<file path="src/rtl/rst_seq_sync_pkg.sv">
// Shared definitions for the reset synchroniser / sequencer.
//  - state_t   : sequencer FSM states
//  - MIN_*     : lowest legal values of the block parameters
//  - max_int() : elaboration-time helper for sizing the cycle counter
package rst_seq_sync_pkg;

  typedef enum logic [1:0] {
    WAIT_SYNC = 2'd0,
    HOLD      = 2'd1,
    STEP      = 2'd2,
    DONE      = 2'd3
  } state_t;

  localparam int MIN_STAGES = 2;
  localparam int MIN_OUTS   = 1;
  localparam int MIN_HOLD   = 1;
  localparam int MIN_STEP   = 1;

  function automatic int max_int(input int a, input int b);
    return (a > b) ? a : b;
  endfunction

endpackage

</file>
<file path="src/rtl/rst_seq_sync_chain.sv">
// De-assert synchroniser for the board reset.
// RST clears every stage asynchronously; a 1 is shifted in from stage 0 on
// each CLK rising edge, so sync_ok rises after edge NUM_STAGES.
// Ports:
//  CLK     in   clock
//  RST     in   asynchronous active-high reset
//  sync_ok out  1 once the release has propagated through all stages
module rst_seq_sync_chain
  import rst_seq_sync_pkg::*;
#(
  parameter int NUM_STAGES = 2
) (
  input  logic CLK,
  input  logic RST,
  output logic sync_ok
);

  if (NUM_STAGES < MIN_STAGES) begin : g_chk_stages
    $error("rst_seq_sync_chain: NUM_STAGES must be >= %0d", MIN_STAGES);
  end

  logic [NUM_STAGES-1:0] chain_q;

  always_ff @(posedge CLK or posedge RST) begin
    if (RST) begin
      chain_q <= '0;
    end else begin
      chain_q <= {chain_q[NUM_STAGES-2:0], 1'b1};
    end
  end

  assign sync_ok = chain_q[NUM_STAGES-1];

endmodule

</file>
<file path="src/rtl/rst_seq_sync.sv">
// Reset synchroniser and sequencer.
// Asserts all downstream resets asynchronously on RST, waits for the
// synchronised release, holds for HOLD_CYCLES, then releases SYNC_RST bits
// in index order every STEP_CYCLES. SW_RST_REQ restarts the hold/step
// sequence without touching the synchroniser.
// Ports:
//  CLK         in   clock
//  RST         in   asynchronous active-high reset
//  SW_RST_REQ  in   synchronous software reset request
//  SYNC_RST    out  NUM_OUTS sequenced resets, bit 0 released first
//                   (active-low when OUT_ACT_LOW=1)
//  RST_DONE    out  1 when every domain has been released
module rst_seq_sync
  import rst_seq_sync_pkg::*;
#(
  parameter int NUM_STAGES  = 2,
  parameter int NUM_OUTS    = 3,
  parameter int HOLD_CYCLES = 4,
  parameter int STEP_CYCLES = 2,
  parameter int OUT_ACT_LOW = 1
) (
  input  logic                CLK,
  input  logic                RST,
  input  logic                SW_RST_REQ,
  output logic [NUM_OUTS-1:0] SYNC_RST,
  output logic                RST_DONE
);

  if (NUM_OUTS < MIN_OUTS) begin : g_chk_outs
    $error("rst_seq_sync: NUM_OUTS must be >= %0d", MIN_OUTS);
  end
  if (HOLD_CYCLES < MIN_HOLD) begin : g_chk_hold
    $error("rst_seq_sync: HOLD_CYCLES must be >= %0d", MIN_HOLD);
  end
  if (STEP_CYCLES < MIN_STEP) begin : g_chk_step
    $error("rst_seq_sync: STEP_CYCLES must be >= %0d", MIN_STEP);
  end

  localparam int CNT_W = $clog2(max_int(HOLD_CYCLES, STEP_CYCLES) + 1);
  localparam int IDX_W = $clog2(NUM_OUTS) + 1;

  localparam logic [CNT_W-1:0] HOLD_LAST = CNT_W'(HOLD_CYCLES - 1);
  localparam logic [CNT_W-1:0] STEP_LAST = CNT_W'(STEP_CYCLES - 1);
  localparam logic [CNT_W-1:0] CNT_SAT   = CNT_W'(max_int(HOLD_CYCLES, STEP_CYCLES));
  localparam logic [IDX_W-1:0] IDX_END   = IDX_W'(NUM_OUTS);
  localparam logic             ASSERT_LVL = (OUT_ACT_LOW != 0) ? 1'b0 : 1'b1;

  logic                sync_ok;
  state_t              state_q, state_d;
  logic [CNT_W-1:0]    cnt_q, cnt_d, cnt_inc;
  logic [IDX_W-1:0]    idx_q, idx_d, rel_idx;
  logic [NUM_OUTS-1:0] sync_q, sync_d;
  logic                done_q, done_d;
  logic                rel_en, clr_all;

  rst_seq_sync_chain #(
    .NUM_STAGES (NUM_STAGES)
  ) u_chain (
    .CLK     (CLK),
    .RST     (RST),
    .sync_ok (sync_ok)
  );

  always_ff @(posedge CLK or posedge RST) begin
    if (RST) begin
      state_q <= WAIT_SYNC;
      cnt_q   <= '0;
      idx_q   <= '0;
      sync_q  <= {NUM_OUTS{ASSERT_LVL}};
      done_q  <= 1'b0;
    end else begin
      state_q <= state_d;
      cnt_q   <= cnt_d;
      idx_q   <= idx_d;
      sync_q  <= sync_d;
      done_q  <= done_d;
    end
  end

  always_comb begin
    state_d = state_q;
    cnt_d   = cnt_q;
    idx_d   = idx_q;
    done_d  = done_q;
    rel_en  = 1'b0;
    rel_idx = '0;
    clr_all = 1'b0;
    sync_d  = sync_q;
    cnt_inc = (cnt_q == CNT_SAT) ? cnt_q : cnt_q + CNT_W'(1);

    case (state_q)
      WAIT_SYNC: begin
        // The edge that first sees sync_ok already counts as hold cycle 1,
        // which puts release 0 at edge NUM_STAGES + HOLD_CYCLES.
        if (sync_ok) begin
          if (HOLD_LAST == '0) begin
            rel_en  = 1'b1;
            rel_idx = '0;
            state_d = STEP;
            cnt_d   = '0;
            idx_d   = IDX_W'(1);
          end else begin
            state_d = HOLD;
            cnt_d   = CNT_W'(1);
          end
        end
      end
      HOLD: begin
        if (cnt_q == HOLD_LAST) begin
          rel_en  = 1'b1;
          rel_idx = '0;
          state_d = STEP;
          cnt_d   = '0;
          idx_d   = IDX_W'(1);
        end else begin
          cnt_d = cnt_inc;
        end
      end
      STEP: begin
        // idx_q == NUM_OUTS means the last bit went out on the previous edge.
        if (idx_q == IDX_END) begin
          state_d = DONE;
          done_d  = 1'b1;
        end else if (cnt_q == STEP_LAST) begin
          rel_en  = 1'b1;
          rel_idx = idx_q;
          cnt_d   = '0;
          idx_d   = idx_q + IDX_W'(1);
        end else begin
          cnt_d = cnt_inc;
        end
      end
      DONE: begin
        state_d = DONE;
      end
      default: begin
        state_d = WAIT_SYNC;
      end
    endcase

    // Software request overrides any release scheduled for this edge.
    if (SW_RST_REQ && (state_q != WAIT_SYNC)) begin
      state_d = HOLD;
      cnt_d   = '0;
      idx_d   = '0;
      done_d  = 1'b0;
      rel_en  = 1'b0;
      clr_all = 1'b1;
    end

    for (int i = 0; i < NUM_OUTS; i++) begin
      if (clr_all) begin
        sync_d[i] = ASSERT_LVL;
      end else if (rel_en && (rel_idx == IDX_W'(i))) begin
        sync_d[i] = ~ASSERT_LVL;
      end
    end
  end

  assign SYNC_RST = sync_q;
  assign RST_DONE = done_q;

endmodule

</file>
<file path="config.mk">
export PLATFORM = sky130hd
export DESIGN_NAME = rst_seq_sync
export DESIGN_NICKNAME = d
export VERILOG_FILES = /design/src/rtl/rst_seq_sync_pkg.sv /design/src/rtl/rst_seq_sync_chain.sv /design/src/rtl/rst_seq_sync.sv
export SDC_FILE = /design/constraint.sdc
export NUM_CORES = 1
export LEC_CHECK = 0
export CAP_MARGIN = 20
export CORE_UTILIZATION = 56
export DETAILED_ROUTE_END_ITERATION = 8
export MAX_ROUTING_LAYER = met4
export PLACE_DENSITY = 0.8
export REMOVE_ABC_BUFFERS = 1
export SLEW_MARGIN = 0
export SYNTH_ARGS = -nofsm -noshare
export SYNTH_HDL_FRONTEND = slang
export SYNTH_SLANG_ARGS = --single-unit
</file>
<file path="constraint.sdc">
create_clock -name CLK -period 2.2 [get_ports CLK]
set_input_delay 0.44 -clock CLK [delete_from_list [all_inputs] [get_ports CLK]]
set_output_delay 0.44 -clock CLK [all_outputs]
set_load 0.05 [all_outputs]
</file>
==> run metrics <==
CTS tree built; share of the synthesized area in the top cell type 0.382; Mapped Cells 91; Reg clk slew, reported paths 0.08 ns; RSZ-0062 raised after global routing no; Initial Util 0.602; Netlist Area Pre-Place 917 sq um; Max Slew Vio Count 0; share of cells above drive strength 1 0.141; n_diodes 0; Clock Power Share 0.133; vias per cell 5.67; worst clock skew 0.00311 ns; Final Wtd Congestion 0.784; DIE AREA 0.00180 sq mm; first-pass GRT wire length 2900 um; most frequent cells in the layout 14 x dfrtp_1, 12 x inv_1, 11 x ha_1; CTS HTree Levels 1; final core occ 0.663; Int Pwr 617 uW; Clk Latency, worst-skew pair 0.28 ns; P per Cell Area 1080 mW/mm^2; CP arrival 1.45 ns; crit path max fanout 2; initial antenna violation count 0; cts hold-fix bufs 0; post-CTS setup buffers 0; Crit. Startpoint SYNC_RST[1]$_DFFE_PP0P_; total iterations of the first detailed-routing run 4; post-CTS resize count 0; max incr delay on CP 0.81 ns; Initial DRC Count 12; Total Wirelength 1710 um; post-synthesis sequential area ratio 0.382; top cell family by delay on the critical path buffers and inverters; vias in the first global route 654; startpoint class of the critical path flop; die span in y 42.5 um; Pleak 0.000467 uW; Max-slew headroom 0.643; FMAX 0.530 GHz; clock sinks 14; residual DRC count 0; Worst setup EP type output port; final setup vio count 0; combinational share of power 0.534; Congestion Overflow GR 0; fin crit share 0.858; TritonCTS Buffers 3; worst min path class reg2reg; max cap viols 0; Yosys top cell by area dfrtp_1; Nets 115; row count 14; total number of vias 652; status finished, final reports clean; GRT Total Usage 0.227; core area 0.00152 sq mm; dpl hpwl 1340 um; Total Power 1090 uW; WP buf/inv 1; IO Pins 7; Hold Vio Cnt, Final 0; setup TNS 0 ns; area delta synth->final 10.2%; CP max stage cell clkdlybuf4s50_1; Yosys warning total 0; r2r startpoint state_q[0]$_DFFE_PP0P_; die width 42.5 um; Net Sw Frac 0.435; top post-synthesis cells by area dfrtp_1 38%, ha_1 15%, inv_1 4.9%, nor2_1 2.5%, a211oi_4 2.2%; Sw Pwr 476 uW; drt wl/cell 14.9 um; fin crit period 1.89 ns; Clock Path Buffers 2; CTS root buf clkbuf_4; Least-Margin Pin Slew 0.535 ns; Worst Path Required 1.76 ns; min-delay src u_chain.chain_q[0]$_DFF_PP0_; leading cell type in the layout, fill and taps excluded dfrtp_1; Antenna Nets Post-Route 0; port bufs 6; #FFs+latches synth 14; Peak VDD IR 597 uV; sequential share of power 0.333; Netlist cell types 37; Crit Path Class reg2out; mean post-synth cell area 10.1 sq um; worst path cell trace clkdlybuf4s50_1; largest net degree at the start of global routing 15
per-stage QoR:
step | hold WS [ns] | instances | cell area [sq um] | setup WS, ns
after floorplan | 0.329 | 89 | 901 | 0.529
after global placement | 0.332 | 112 | 988 | 0.456
after global routing | 0.368 | 115 | 1010 | 0.268
final | 0.355 | 115 | 1010 | 0.313
after CTS | 0.361 | 115 | 1010 | 0.305
after detailed placement | 0.343 | 112 | 988 | 0.409
Yosys cell counts, drive strengths merged:
cell	number
a31oi	3
conb	1
ha	11
o31ai	1
o211ai	1
buf	2
o2bb2ai	2
a32o	1
nor2	6
a32oi	1
dfrtp	14
and3	2
or2	1
a22o	4
o21a	1
o22ai	1
inv	12
and4bb	1
nand4b	1
o21bai	2
mux2i	1
a21oi	4
o21ai	3
nand2b	2
nor2b	2
and2b	1
a211oi	1
and2	1
nor3	1
nand4bb	1
nand4	1
nand2	5
layer usage:
layer / GRT usage / wire, um / part of all wire / vias to the layer above
li1: - / - / - / 338
met1: 0.267 / 769 / 0.45 / 305
met4: 0.0375 / 9 / 0.0053 / 0
met3: 0.0776 / 43 / 0.025 / 3
met2: 0.385 / 888 / 0.52 / 6
met5: - / 0 / 0 / -
cell type report:
type | count | area [sq um]
tap | 16 | 20.0
clock buffer | 3 | 22.5
fill | 129 | 513
timing repair buffer | 7 | 67.6
inverter | 12 | 45.0
sequential | 14 | 350
multi-input combinational | 63 | 505
power by group through the flow:
stage | sequential (uW) | clock [uW] | combinational [uW]
after global routing | 374 | 157 | 645
after global placement | 367 | 0 | 550
after floorplan | 366 | 0 | 444
after detailed placement | 368 | 0 | 576
after CTS | 363 | 149 | 577
final | 364 | 145 | 584
logic make-up after synthesis:
logic type	Yosys count	share of synthesized area
AO/OA/AOI/OAI	25	0.217
AND/OR/NAND/NOR	25	0.169
buffers and inverters	14	0.0668
flip-flops	14	0.382
adder cells (fa/ha/maj)	11	0.150
multiplexers	1	0.0109
other	1	0.00409
final timing paths:
path	cells after the start	slack [ns]	endpoint
worst max-delay path	1	0.31	SYNC_RST[1]
worst min-delay path	0	0.35	u_chain.chain_q[1]$_DFF_PP0_
worst max register to register	6	0.40	idx_q[1]$_DFFE_PP0P_
worst min register to register	0	0.35	u_chain.chain_q[1]$_DFF_PP0_
max in group asynchronous	2	1.36	cnt_q[1]$_DFFE_PP0P_
min in group asynchronous	2	0.49	idx_q[0]$_DFFE_PP0P_
flip-flops by register name, summed over array words and instances, names as in the netlist:
name / count
u_chain.chain_q: 2
RST_DONE: 1
SYNC_RST: 3
state_q: 2
cnt_q: 3
idx_q: 3
Power figures use the tool's default switching activity.
